===== src/rtl/cpu_pkg.sv =====
// Shared widths and types for the 16-bit CPU datapath.
package cpu_pkg;

  localparam int unsigned DATA_W = 16;
  localparam int unsigned ADDR_W = 4;
  localparam int unsigned NREGS  = 2 ** ADDR_W;

  typedef logic [ADDR_W-1:0] reg_idx_t;
  typedef logic [DATA_W-1:0] word_t;

  localparam reg_idx_t REG_ZERO = 4'd0;

endpackage : cpu_pkg


===== src/rtl/regfile_core.sv =====
// Architectural register storage: one write port, three raw read ports, R0 reads as zero.
module regfile_core
  import cpu_pkg::*;
(
  input  logic     clk,
  input  logic     rst,
  input  logic     i_we,
  input  reg_idx_t i_waddr,
  input  word_t    i_wdata,
  input  reg_idx_t i_rs1_addr,
  input  reg_idx_t i_rs2_addr,
  input  reg_idx_t i_dbg_addr,
  output word_t    o_rs1_data,
  output word_t    o_rs2_data,
  output word_t    o_dbg_data
);

  word_t r_regs [NREGS];

  // Storage update; reset wins over any write on a coinciding edge, R0 never written.
  always_ff @(posedge clk or posedge rst) begin
    if (rst) begin
      for (int i = 0; i < int'(NREGS); i++) begin
        r_regs[i] <= '0;
      end
    end else if (i_we && (i_waddr != REG_ZERO)) begin
      r_regs[i_waddr] <= i_wdata;
    end
  end

  // Raw stored-value reads with R0 masked.
  always_comb begin
    o_rs1_data = (i_rs1_addr == REG_ZERO) ? '0 : r_regs[i_rs1_addr];
    o_rs2_data = (i_rs2_addr == REG_ZERO) ? '0 : r_regs[i_rs2_addr];
    o_dbg_data = (i_dbg_addr == REG_ZERO) ? '0 : r_regs[i_dbg_addr];
  end

endmodule : regfile_core


===== src/rtl/wb_regfile.sv =====
// Write-back stage: data select, register commit, read bypass, forwarding, commit trace, retire count.
module wb_regfile
  import cpu_pkg::*;
#(
  parameter int unsigned CNT_W = 32
) (
  input  logic             clk,
  input  logic             rst,
  input  logic             wb_valid,
  input  word_t            wb_alu_result,
  input  word_t            wb_read_data,
  input  reg_idx_t         wb_rd,
  input  logic             wb_reg_write,
  input  logic             wb_mem_to_reg,
  input  reg_idx_t         rs1_addr,
  input  reg_idx_t         rs2_addr,
  output word_t            rs1_data,
  output word_t            rs2_data,
  output logic             fwd_en,
  output reg_idx_t         fwd_rd,
  output word_t            fwd_data,
  input  reg_idx_t         dbg_addr,
  output word_t            dbg_data,
  output logic             commit_valid,
  output reg_idx_t         commit_rd,
  output word_t            commit_data,
  output logic [CNT_W-1:0] retire_count
);

  word_t            w_wb_data;
  logic             w_do_write;
  word_t            w_rs1_raw;
  word_t            w_rs2_raw;
  logic             r_commit_valid;
  reg_idx_t         r_commit_rd;
  word_t            r_commit_data;
  logic [CNT_W-1:0] r_retire_count;

  // Write-back data select and effective write enable (R0 writes suppressed).
  always_comb begin
    w_wb_data  = wb_mem_to_reg ? wb_read_data : wb_alu_result;
    w_do_write = wb_valid & wb_reg_write & (wb_rd != REG_ZERO);
  end

  regfile_core u_core (
    .clk        (clk),
    .rst        (rst),
    .i_we       (w_do_write),
    .i_waddr    (wb_rd),
    .i_wdata    (w_wb_data),
    .i_rs1_addr (rs1_addr),
    .i_rs2_addr (rs2_addr),
    .i_dbg_addr (dbg_addr),
    .o_rs1_data (w_rs1_raw),
    .o_rs2_data (w_rs2_raw),
    .o_dbg_data (dbg_data)
  );

  // Operand reads with independent write-through bypass; R0 always zero.
  always_comb begin
    rs1_data = w_rs1_raw;
    rs2_data = w_rs2_raw;
    if (rs1_addr == REG_ZERO) begin
      rs1_data = '0;
    end else if (w_do_write && (wb_rd == rs1_addr)) begin
      rs1_data = w_wb_data;
    end
    if (rs2_addr == REG_ZERO) begin
      rs2_data = '0;
    end else if (w_do_write && (wb_rd == rs2_addr)) begin
      rs2_data = w_wb_data;
    end
  end

  // Forwarding to EX mirrors the in-flight write.
  always_comb begin
    fwd_en   = w_do_write;
    fwd_rd   = wb_rd;
    fwd_data = w_wb_data;
  end

  // Commit trace: pulse each committed write; index/data hold between commits.
  always_ff @(posedge clk or posedge rst) begin
    if (rst) begin
      r_commit_valid <= 1'b0;
      r_commit_rd    <= '0;
      r_commit_data  <= '0;
    end else begin
      r_commit_valid <= w_do_write;
      if (w_do_write) begin
        r_commit_rd   <= wb_rd;
        r_commit_data <= w_wb_data;
      end
    end
  end

  // Retired-instruction counter: every valid slot counts, wraps naturally.
  always_ff @(posedge clk or posedge rst) begin
    if (rst) begin
      r_retire_count <= '0;
    end else if (wb_valid) begin
      r_retire_count <= r_retire_count + CNT_W'(1);
    end
  end

  assign commit_valid = r_commit_valid;
  assign commit_rd    = r_commit_rd;
  assign commit_data  = r_commit_data;
  assign retire_count = r_retire_count;

  // Simulation guard: a valid slot must never present an unknown write enable.
  always @(posedge clk) begin
    if (!rst && (wb_valid === 1'b1)) begin
      assert (!$isunknown(wb_reg_write))
        else $error("wb_reg_write unknown on a valid write-back slot");
    end
  end

endmodule : wb_regfile

===== config.mk =====
export PLATFORM = sky130hd
export DESIGN_NAME = wb_regfile
export DESIGN_NICKNAME = d
export VERILOG_FILES = /design/src/rtl/cpu_pkg.sv /design/src/rtl/regfile_core.sv /design/src/rtl/wb_regfile.sv
export SDC_FILE = /design/constraint.sdc
export NUM_CORES = 1
export LEC_CHECK = 0
export ABC_AREA = 1
export CAP_MARGIN = 0
export CORE_MARGIN = 5
export CORE_UTILIZATION = 35
export CTS_CLUSTER_DIAMETER = 150
export CTS_CLUSTER_SIZE = 28
export DETAILED_ROUTE_END_ITERATION = 7
export GPL_ROUTABILITY_DRIVEN = 1
export PLACE_DENSITY = 0.64
export RECOVER_POWER = 50
export REMOVE_ABC_BUFFERS = 1
export SLEW_MARGIN = 5
export SYNTH_ARGS = -nofsm -noshare
export SYNTH_HDL_FRONTEND = slang
export SYNTH_HIERARCHICAL = 1
export SYNTH_SLANG_ARGS = --single-unit

===== constraint.sdc =====
create_clock -name clk -period 8.1 [get_ports clk]
set_input_delay 1.62 -clock clk [delete_from_list [all_inputs] [get_ports clk]]
set_output_delay 1.62 -clock clk [all_outputs]
set_load 0.01 [all_outputs]

==> metrics <==
Boundary Pins approximately 180; WHS Endpoint u_core/r_regs[252]; largest family of logic cells by synthesized area simple AND/OR/NAND/NOR gates; Crit-path slowest cell sky130_fd_sc_hd__clkdlybuf4s50_1; max-slew violation count between 150 and 200; Fin Clk Skew 0.00824 ns; via count normalized by instance count between 5 and 6; post-layout instance count excluding filler cells 4270; DRC violations left 4; antenna violations before repair 1; share of synthesized area occupied by flip-flops and latches between 30% and 40%; instance count of the mapped netlist around 3.5k; wire length of the first global-routing pass 129000 um; flop2flop setup slack 6.15 ns; routability-driven placement congestion ratio 0.896; area share of xor/xnor cells in the synthesized design under 10%; startpoint of the most critical hold path u_core/r_regs[252]; Worst IR Drop VDD 0.143 mV; Crit Path Class in -> out; total overflow reported by the global router 0; Storage cell area around 0.0077 sq mm; Post-CTS Hold Buffers 0; multi-input combinational cell area approximately 0.011 sq mm; wire per inst slightly above 20 um; clock-pin transition on the worst setup and hold timing paths between 0.1 and 0.15 ns; max-slew headroom at the worst pin -118%; largest stage delay on the critical path 0.88 ns; maximum number of buffers from clock root to sink 3; effective utilization at floorplan between 30% and 40%; final critical-path required period between 6 and 7 ns; post-synth design cell area between 0.02 and 0.025 sq mm; CTS Buf Count 15; Total GRT Usage between 20% and 30%; proportion of synthesized flip-flops having asynchronous set or reset 100%; number of enable flip-flop cells after synthesis 0; highest clock rate between 150 and 200 MHz; worst r2r dst retire_count[24]; Final Hold Viols 0; status complete, but fails checks; floorplan row count 90; Cells on Worst Hold Path 0; share of synthesized cell area in full adder, half adder and majority cells less than 1%; DRT Pass-1 Iters 8; clock latency on the worst-skew pair 0.53 ns; static leakage about 13 nW; Final Setup Violations 0; # Max-Cap Violations 2; DIE AREA ~0.066 sq mm; share of synthesized area spent on multiplexers 0%; warnings from Yosys 6; count of buffering cells on the critical path with inverters included 4; maximum fanout encountered on the critical timing path 16; worst path cell trace clkdlybuf4s50_1 > buf_4 > xor2_1 > nor2_2 > nand3_4 > nand2_1 > inv_1 > nor2_1 > clkdlybuf4s50_1; Filler Cells Inserted 6498; Total Negative Setup Slacks 0 ns; fraction of final layout cells with drive strength greater than 1 3.30%; most instantiated flip-flop cell in the synthesis netlist sky130_fd_sc_hd__dfrtp_1; Critical Path Most Common Cell sky130_fd_sc_hd__clkdlybuf4s50_1; simple logic cell fraction of the synthesized area a little over two fifths; total of buffers placed on input and output ports about 170; Cell variety after synth 28; logic depth of the worst register-to-register path 8; RSZ-0062 raised after global routing false; complex-gate fraction of the synthesized area under 10%; core area 0.0604 sq mm; flip-flop and latch count after synthesis 309; NumNets Final 3539; ratio of total power to cell area 188 mW/mm^2; horizontal die dimension roughly 260 um; largest net degree at the start of global routing between 100 and 150; Clock Sinks 309; Critical Path Sink Type output port; antenna-violating nets left 0; H-tree levels 1; Largest delay share family, worst path buffers and inverters; overall die height around 260 um; layout overhead on the synthesized area 11.5%; Avg Inst Size Synth 6.11 sq um; placed instance count approximately 4.3k; half-perimeter wire length after detailed placement 52600 um; Worst-Margin Slew ~3.3 ns; detailed-route via count around 23k; required time of the worst setup path around 6.5 ns; Critical R2R Launch retire_count[0]; violated checks DRC, capacitance limit, slew limit; data arrival time of the critical path 4.97 ns; Worst setup SP type primary input; vias in the first global route roughly 20k; drt initial violations 2813; detailed-route wire length around 86000 um; Design Power 4.47 mW; buffers inserted by post-CTS timing repair 0; clk root buf sky130_fd_sc_hd__clkbuf_16; Hold/Removal Path Class reg -> reg; post-CTS resize count 0; Tcrit/Tclk final 81.4%; clock tree from TritonCTS yes
worst register-to-register path, delay by kind of cell (launching register included):
family	cells	cell delay, ns
buffers and inverters	1	0.06
flip-flops	1	0.43
AO/OA/AOI/OAI	1	0.18
adder cells (fa/ha/maj)	1	0.17
AND/OR/NAND/NOR	5	1.02
cells in the mapped netlist (2+ instances only):
cell type | n | area [sq um]
sky130_fd_sc_hd__a21oi_1 | 48 | 240
sky130_fd_sc_hd__buf_1 | 18 | 67.6
sky130_fd_sc_hd__buf_2 | 122 | 611
sky130_fd_sc_hd__buf_4 | 9 | 67.6
sky130_fd_sc_hd__clkbuf_1 | 96 | 360
sky130_fd_sc_hd__dfrtp_1 | 309 | 7730
sky130_fd_sc_hd__inv_1 | 445 | 1670
sky130_fd_sc_hd__inv_2 | 12 | 45.0
sky130_fd_sc_hd__nand2_1 | 1442 | 5410
sky130_fd_sc_hd__nand3_1 | 544 | 2720
sky130_fd_sc_hd__nand3_4 | 2 | 35.0
sky130_fd_sc_hd__nand3b_1 | 3 | 22.5
sky130_fd_sc_hd__nand4_1 | 40 | 250
sky130_fd_sc_hd__nor2_1 | 78 | 293
sky130_fd_sc_hd__nor2_2 | 7 | 43.8
sky130_fd_sc_hd__nor3_1 | 2 | 10.0
sky130_fd_sc_hd__nor3_2 | 2 | 20.0
sky130_fd_sc_hd__nor4_2 | 2 | 25.0
sky130_fd_sc_hd__o21ai_0 | 265 | 1330
sky130_fd_sc_hd__o21ai_1 | 12 | 60.1
sky130_fd_sc_hd__xnor2_1 | 12 | 105
sky130_fd_sc_hd__xor2_1 | 13 | 114
metal layers:
metal	up-vias	global-route usage [%]	routed length, um
met5	-	0	0
met4	0	11.8	4750
met3	269	4.30	8520
met2	1282	39.7	38500
met1	10449	32.9	34400
li1	10777	-	-
flip-flops by register name, summed over array words and instances, names as in the netlist:
name           count
retire_count      32
commit_rd          4
commit_data       16
commit_valid       1
u_core/r_regs    256
power by group:
part	switching (mW)	leakage (nW)	internal, mW
sequential	0.146	3.91	1.83
combinational	1.04	8.48	0.540
clock	0.560	0.210	0.359
total	1.74	12.6	2.73
worst max path at each step:
stage	slack [ns]	depth (start not counted)	to	from
2_1_floorplan	-0.56	1	u_core/r_regs[0]	rst
3_3_place_gp	1.63	9	rs2_data[7]	rs2_addr[3]
3_5_place_dp	1.59	9	rs2_data[7]	rs2_addr[3]
4_1_cts	1.59	9	rs2_data[7]	rs2_addr[3]
5_1_grt	1.40	9	rs2_data[1]	rs2_addr[3]
6_report	1.51	9	rs2_data[7]	rs2_addr[3]
stage by stage:
stage / hold slack, ns / setup WS (ns) / instance area (sq um) / utilization, %
4_1_cts: 0.393 / 1.59 / 23800 / 39.4
2_1_floorplan: 0.354 / -0.562 / 20200 / -
3_5_place_dp: 0.366 / 1.59 / 23400 / 38.7
6_report: 0.387 / 1.51 / 23800 / 39.4
3_3_place_gp: 0.365 / 1.63 / 23400 / 38.7
5_1_grt: 0.401 / 1.40 / 23800 / 39.4
layout make-up:
| class | instances | share of cell area [%] |
|---|---|---|
| well taps | 782 | 4.12 |
| flip-flops and latches | 309 | 32.5 |
| multi-input cells | 2477 | 45.4 |
| clock inverters | 3 | 0.158 |
| diodes | 1 | 0.0105 |
| inverters | 457 | 7.32 |
| clock buffers | 16 | 1.64 |
| repair buffers | 225 | 8.79 |
placed cells by master, fill, tap and decap left out, types with 6 or more instances in the layout:
cell type                         synthesis  routed
sky130_fd_sc_hd__inv_2                   12       6
sky130_fd_sc_hd__o21ai_1                 12      12
sky130_fd_sc_hd__nand3_1                544     542
sky130_fd_sc_hd__nor2_1                  78      74
sky130_fd_sc_hd__o21ai_0                265     265
sky130_fd_sc_hd__xor2_1                  13      13
sky130_fd_sc_hd__clkdlybuf4s50_1          0     125
sky130_fd_sc_hd__buf_4                    9      52
sky130_fd_sc_hd__inv_1                  445     444
sky130_fd_sc_hd__nand2_1               1442    1438
sky130_fd_sc_hd__dlygate4sd3_1            0      42
sky130_fd_sc_hd__a21oi_1                 48      48
sky130_fd_sc_hd__xnor2_1                 12      12
sky130_fd_sc_hd__clkbuf_16                0      15
sky130_fd_sc_hd__dfrtp_1                309     309
sky130_fd_sc_hd__nand4_1                 40      40
sky130_fd_sc_hd__nor2_2                   7      12
kinds of logic (layout without fill, tap and decap cells):
kind of cell	after synthesis	in the layout
XOR/XNOR	25	25
adder cells (fa/ha/maj)	1	1
buffers and inverters	703	701
AO/OA/AOI/OAI	326	326
flip-flops	309	309
AND/OR/NAND/NOR	2125	2125
other	0	1
Power figures use the tool's default switching activity.
